$ cat config.mk
export PLATFORM = sky130hd
export DESIGN_NAME = online_operand_serializer
export DESIGN_NICKNAME = d
export VERILOG_FILES = /design/src/rtl/online_operand_serializer.sv
export SDC_FILE = /design/constraint.sdc
export NUM_CORES = 1
export LEC_CHECK = 0
export BUFFER_PORTS_ARGS = -buffer_cell sky130_fd_sc_hd__buf_2
export CORE_UTILIZATION = 30
export CTS_CLUSTER_DIAMETER = 30
export DETAILED_ROUTE_END_ITERATION = 8
export HOLD_SLACK_MARGIN = 0.03
export SLEW_MARGIN = 20
export SYNTH_ARGS = -nofsm -noshare
export SYNTH_HDL_FRONTEND = slang
export SYNTH_SLANG_ARGS = --single-unit
$ cat constraint.sdc
create_clock -name clk -period 2.58 [get_ports clk]
set_clock_uncertainty 0.15 [all_clocks]
set_input_delay 0.129 -clock clk [delete_from_list [all_inputs] [get_ports clk]]
set_output_delay 0.129 -clock clk [all_outputs]
set_load 0.02 [all_outputs]
$ cat src/rtl/online_operand_serializer.sv
// Serializes two operands as radix-4 Booth digits, MSD first, framed for an online multiplier.
// Define ONLINE_SER_ABORT_EN to add an abort input that cancels a transfer without a done pulse.
module online_operand_serializer #(
   parameter int no_of_digits = 16,
   parameter int radix_bits   = 3,
   parameter int delta        = 2
) (
   input  logic                      clk,
   input  logic                      reset_n,
   input  logic                      start,
   input  logic                      full_sel_in,
   input  logic [2*no_of_digits-1:0] a_in,
   input  logic [2*no_of_digits-1:0] b_in,
`ifdef ONLINE_SER_ABORT_EN
   input  logic                      abort,
`endif
   output logic [radix_bits-1:0]     x,
   output logic [radix_bits-1:0]     y,
   output logic                      digit_valid,
   output logic                      mul_reset,
   output logic                      full_result_sel,
   output logic                      busy,
   output logic                      done
);
   localparam int W  = 2*no_of_digits;
   localparam int CW = $clog2(2*no_of_digits+delta+2);

`ifdef ONLINE_SER_ABORT_EN
   typedef enum logic [2:0] {IDLE, RST, STREAM, FLUSH, DONE, ABORT} state_t;
`else
   typedef enum logic [2:0] {IDLE, RST, STREAM, FLUSH, DONE} state_t;
`endif

   state_t               r_state;
   state_t               w_next;
   logic [CW-1:0]        r_cnt;
   logic [W:0]           r_sa;
   logic [W:0]           r_sb;
   logic                 r_fsel;
   logic                 w_fsel;
   logic [CW-1:0]        w_flush_last;
   logic signed [2:0]    w_dx;
   logic signed [2:0]    w_dy;

   function automatic logic signed [2:0] booth(input logic [2:0] t);
      case (t)
         3'b001, 3'b010: booth = 3'sd1;
         3'b011:         booth = 3'sd2;
         3'b100:         booth = -3'sd2;
         3'b101, 3'b110: booth = -3'sd1;
         default:        booth = '0;
      endcase
   endfunction

   assign w_fsel       = (r_state == IDLE) ? full_sel_in : r_fsel;
   assign w_flush_last = r_fsel ? CW'(no_of_digits + delta) : CW'(delta);
   assign w_dx         = booth(r_sa[W -: 3]);
   assign w_dy         = booth(r_sb[W -: 3]);

   always_comb begin
      w_next = r_state;
      case (r_state)
         IDLE:    if (start) w_next = RST;
         RST:     w_next = STREAM;
         STREAM:  if (r_cnt == CW'(no_of_digits - 1)) w_next = FLUSH;
         FLUSH:   if (r_cnt == w_flush_last) w_next = DONE;
         DONE:    w_next = IDLE;
         default: w_next = IDLE;
      endcase
`ifdef ONLINE_SER_ABORT_EN
      if (abort && (r_state == RST || r_state == STREAM || r_state == FLUSH))
         w_next = ABORT;
`endif
   end

   always_ff @(posedge clk or negedge reset_n) begin
      if (!reset_n) begin
         r_state <= IDLE;
         r_cnt   <= '0;
         r_sa    <= '0;
         r_sb    <= '0;
         r_fsel  <= 1'b0;
      end else begin
         r_state <= w_next;
         r_cnt   <= (w_next != r_state) ? '0 : r_cnt + 1'b1;
         if (r_state == IDLE && start) begin
            r_sa   <= {a_in, 1'b0};
            r_sb   <= {b_in, 1'b0};
            r_fsel <= full_sel_in;
         end else if (w_next == STREAM) begin
            r_sa <= r_sa << 2;
            r_sb <= r_sb << 2;
         end
      end
   end

   // Outputs are registered from the next state, so each reflects the state it is shown in.
   always_ff @(posedge clk or negedge reset_n) begin
      if (!reset_n) begin
         x               <= '0;
         y               <= '0;
         digit_valid     <= 1'b0;
         mul_reset       <= 1'b0;
         full_result_sel <= 1'b0;
         busy            <= 1'b0;
         done            <= 1'b0;
      end else begin
         x               <= (w_next == STREAM) ? radix_bits'(w_dx) : '0;
         y               <= (w_next == STREAM) ? radix_bits'(w_dy) : '0;
         digit_valid     <= (w_next == STREAM) || (w_next == FLUSH);
`ifdef ONLINE_SER_ABORT_EN
         mul_reset       <= (w_next == RST) || (w_next == ABORT);
`else
         mul_reset       <= (w_next == RST);
`endif
         full_result_sel <= (w_next != IDLE) && w_fsel;
         busy            <= (w_next != IDLE);
         done            <= (w_next == DONE);
      end
   end
endmodule
# Word-level counts from Yosys, hierarchy flattened
# Index checks and enable logic that the tools add are counted.
# word_totals
reg_bits	87
wordCells	60
# classes
reduce_logical	10
n_eq_ne	22
n_mux	15
add_sub_neg	1
# ops
operator	count
$mux 33	4
$pmux 3 s4	3
$eq 3x2->1 const B	8
$eq 3x3->1 const B	7
$mux 3	5
$eq 3x1->1 const B	4
$reduce_or 2->1	4
$add 6x1->6 const B	1
$eq 6x4->1 const B	1
$eq 6x5->1	1
$mux 6	1
$mux 5	1
$logic_not 3->1	1
$ne 3x3->1	1
$reduce_bool 3->1	1
$logic_and 1x1->1	2
$reduce_bool 2->1	1
$logic_or 1x1->1	1
$mux 1	1

# Logic depth before layout (Yosys ltp)
# depth
ltp_word	7
mapped_depth	6
ltp_nobuf	5

# Least setup slack after synthesis
# OpenSTA, ideal clock, no wires.
# synth_timing
kind	register to register
start	register r_cnt[0]
end	register r_cnt[4]
path_stages_with_launch	6
t_arrival_ns	1.677
path_slack_ns	0.602
synth_period_minus_slack_ns	1.978
path_cell_list	dfrtp_1 inv_1 ha_1 or4b_2 o21bai_1 a221oi_1
# synth_between
elab_chain_cells	5
# synth_rtl
element	line	source
start: declaration	36	logic [CW-1:0] r_cnt;
start signal: assignment	85	r_cnt <= (w_next != r_state) ? '0 : r_cnt + 1'b1;
$eq 6x5->1 / $eq 6x4->1 (equally long branches)	66, 65	
$mux 3, on equally long branches	66, 65	
$pmux 3 s4	62	case (r_state)
$ne 3x3->1	85	
$mux 6 (*)	85	
# Every way passes the cells marked *; elsewhere a longest branch is shown, timed or not.
# A chain may end at the register's enable or synchronous reset.

# Worst setup path after layout
# layout_timing
start	register r_state[1]
end	register r_sa[3]
# layout_between
elab_chain_cells	4
# layout_rtl
element	line	source
start: declaration	34	state_t r_state;
start signal: assignment	84	r_state <= w_next;
$eq 3x2->1 (tied with other cells)	62	
$pmux 3 s4	62	
$eq 3x2->1	90	end else if (w_next == STREAM) begin
$reduce_bool 2->1 (no line)	n/a	
end signal: assignment	87	r_sa <= {a_in, 1'b0};
end signal: assignment	91	r_sa <= r_sa << 2;
end: declaration	37	logic [W:0] r_sa;
# Several ways; a longest one is shown, not always the timed one.

==> flow_summary.toml <==
[run]
maxCapViolCount = 0

[logic_synthesis]
postSynth.asyncResetShare = 1.00
netlist_area_um2 = 4500
synth-adder-area-share = 0.0167
synth_cell_types = 38
synth_fp_nets = 520
synth-seq-cells = 85
yosysSeqAreaShare = 0.472
ys.flop_type = "dfrtp_1"
synth_top_family_by_area = "compound AO/OA/AOI/OAI gates"
synth-simple-area-share = 0.139
synth_cells = 446
yosysTopAreaCell = "dfrtp_1"
synthMuxAreaShare = 0.00250
synthXorXnorAreaFrac = 0.0117
synth_edf_count = 0
yosysTopAreaCellShare = 0.472
synth_compound_area_frac = 0.299
avgSynthCellArea_um2 = 10.1
yosys_warnings = 0
synth_area_leaders = "dfrtp_1, o211ai_2, o2111ai_1"

[timing]
hold_violations = 0
worst_pin_slew_ns = 0.707
relSlewSlack = 0.529
finalSetupViolCount = 0
fmax_mhz = 426
tns_ns = 0
drv_slew = 0
rsz0062_at_grt = "no"
period_share = 0.910
min_period_ns = 2.35

[pwr]
power_density_nw_per_um2 = 964
seqPwrFrac = 0.355
p_leak_nw = 2.62
report.power.total_mw = 5.82
internal_power_mw = 3.56
combPwrFrac = 0.422
power.switching_mw = 2.26
worst_ir_drop_vdd_mv = 0.446
p_sw_frac = 0.389
p_clk_frac = 0.223

[drt]
drt_iter0_markers = 292
drc = 0
vias = 3905
routed_wl_um = 11500
drtPass1Iterations = 4
via_per_inst = 5.17
wl_per_cell_um = 15.2
final_antenna_net_count = 0

[worst_setup_path]
crit_type = "reg2reg"
cp.arrival_ns = 2.45
required_ns = 2.68
critPathLaunchType = "flip-flop"
crit_path_end_kind = "flip-flop"
worst-path-max-fanout = 29

[clocking]
cts_setup_buffers = 0
clock_path_buffers = 2
cts.clk_slew.worst_paths_ns = 0.07
root_buffer = "clkbuf_16"
cts_made_buffers = 9
h-tree-depth = 3
clock-sinks = 85
cts_tree = "done"
clk_latency_ns = 0.34

[floorplan]
core_area_um2 = 14600
die-area_um2 = 15500
start_util = 0.309
die_w_um = 125
rows = 44
ios = 79
die_h_um = 125

[place]
hpwl_um = 6930
place_congestion = 0.749
portBuffers = 78
dp.cells = 672

[min_path]
hold_class = "in2async"

[global_routing]
grt_max_degree = 65
grt_usage = 0.154
grt_pass1_wl_um = 19800
antenna_found_initial = 0
grt_overflow = 0
grt_pass1_vias = 3951

[cells_and_area]
fillers = 1425
multiInputGateArea_um2 = 2140
fin_cells = 755
final_net_count = 640
diodes = 0
layout-drive-gt1-share = 0.282
regArea_um2 = 2130
syn_to_final_growth_pct = 34.1

[run_status]
status = "complete, no violations"
-- worst max-delay path, cell delays in order (launching register included) --
cell,delay [ns]
dfrtp_1,0.54
or4b_2,0.79
o211a_4,0.38
buf_12,0.20
o211ai_1,0.20
-- area by class of cell --
type | instances | area share
multi-input cells | 306 | 0.355
flip-flops and latches | 85 | 0.352
repair buffers | 157 | 0.201
inverters | 7 | 0.00435
well taps | 184 | 0.0381
clock inverters | 4 | 0.00788
clock buffers | 12 | 0.0408
-- layer usage --
metal | vias up | share of wire | GRT usage
li1 | 1902 | - | -
met1 | 1905 | 0.49 | 0.219
met2 | 88 | 0.46 | 0.237
met3 | 10 | 0.041 | 0.0296
met4 | 0 | 0.011 | 0.0432
met5 | - | 0 | 0
-- flip-flops by register name, summed over array words and instances (netlist names) --
signal,cells
r_state,3
busy,1
y,3
r_sb,32
mul_reset,1
r_cnt,6
digit_valid,1
full_result_sel,1
x,3
done,1
r_sa,32
r_fsel,1
-- layout by cell type (no fill, tap or decap), drive strengths merged, types with 3 or more instances in the layout --
| master | netlist | layout |
|---|---|---|
| o211ai | 60 | 60 |
| clkbuf | 31 | 12 |
| ha | 6 | 6 |
| o21ai | 6 | 6 |
| a211oi | 5 | 5 |
| dlygate4sd3 | 0 | 67 |
| xor2 | 4 | 4 |
| inv | 7 | 7 |
| dfrtp | 85 | 85 |
| nand2 | 130 | 130 |
| o2111ai | 59 | 59 |
| buf | 17 | 90 |
| or4b | 3 | 3 |
| nor2 | 5 | 5 |
| nor3 | 4 | 4 |
-- synth_stat cells (4+ instances only) --
cell         n
nor2_1       5
dfrtp_1     85
xor2_1       4
a211oi_1     5
buf_6        6
o211ai_1    14
o211ai_2    46
nand2_1    130
inv_1        6
o2111ai_1   59
ha_1         6
clkbuf_1    31
o21ai_1      4
buf_2        9
nor3_1       4
-- repair_timing --
item	CTS	global route
hold buffers	67	0
endpoints found under the hold margin	99	0
resized for setup	0	0
-- cell families (layout without fill, tap and decap cells) --
family | count (synthesis) | count (layout)
and+or+nand+nor | 153 | 153
AOI/OAI and AO/OA | 140 | 140
DFF | 85 | 85
buffers and inverters | 55 | 180
adders and majority gates | 6 | 6
xor gates and xnor gates | 6 | 6
muxes | 1 | 1
-- path summary, 6_finish.rpt --
kind	depth (start not counted)	from	slack (ns)	to
hold / removal	2	reset_n	0.13	y[2]
setup / recovery	4	r_state[1]	0.23	r_sa[3]
min in group clk	1	r_cnt[0]	0.34	r_cnt[0]
hold reg to reg	1	r_cnt[0]	0.34	r_cnt[0]
max in group asynchronous	3	reset_n	1.49	r_sa[10]
setup reg to reg	4	r_state[1]	0.23	r_sa[3]
-- power by group through the flow --
stage	combinational (mW)	clock, mW	sequential (mW)
6_report	2.46	1.30	2.07
5_1_grt	2.73	1.37	2.12
4_1_cts	2.47	1.33	2.07
3_5_place_dp	2.39	0	2.08
3_3_place_gp	2.32	0	2.07
2_1_floorplan	1.84	0	2.09
-- metrics by stage --
stage,cell area (um2),worst slack (ns),hold slack [ns],utilization
floorplan,4500,0.602,-0.317,-
global placement,5070,0.315,-0.0408,0.348
detailed placement,5070,0.258,-0.0361,0.348
CTS,6040,0.237,0.146,0.414
global route,6040,0.130,0.180,0.414
finish,6040,0.232,0.131,0.414
Power figures use the tool's default switching activity.
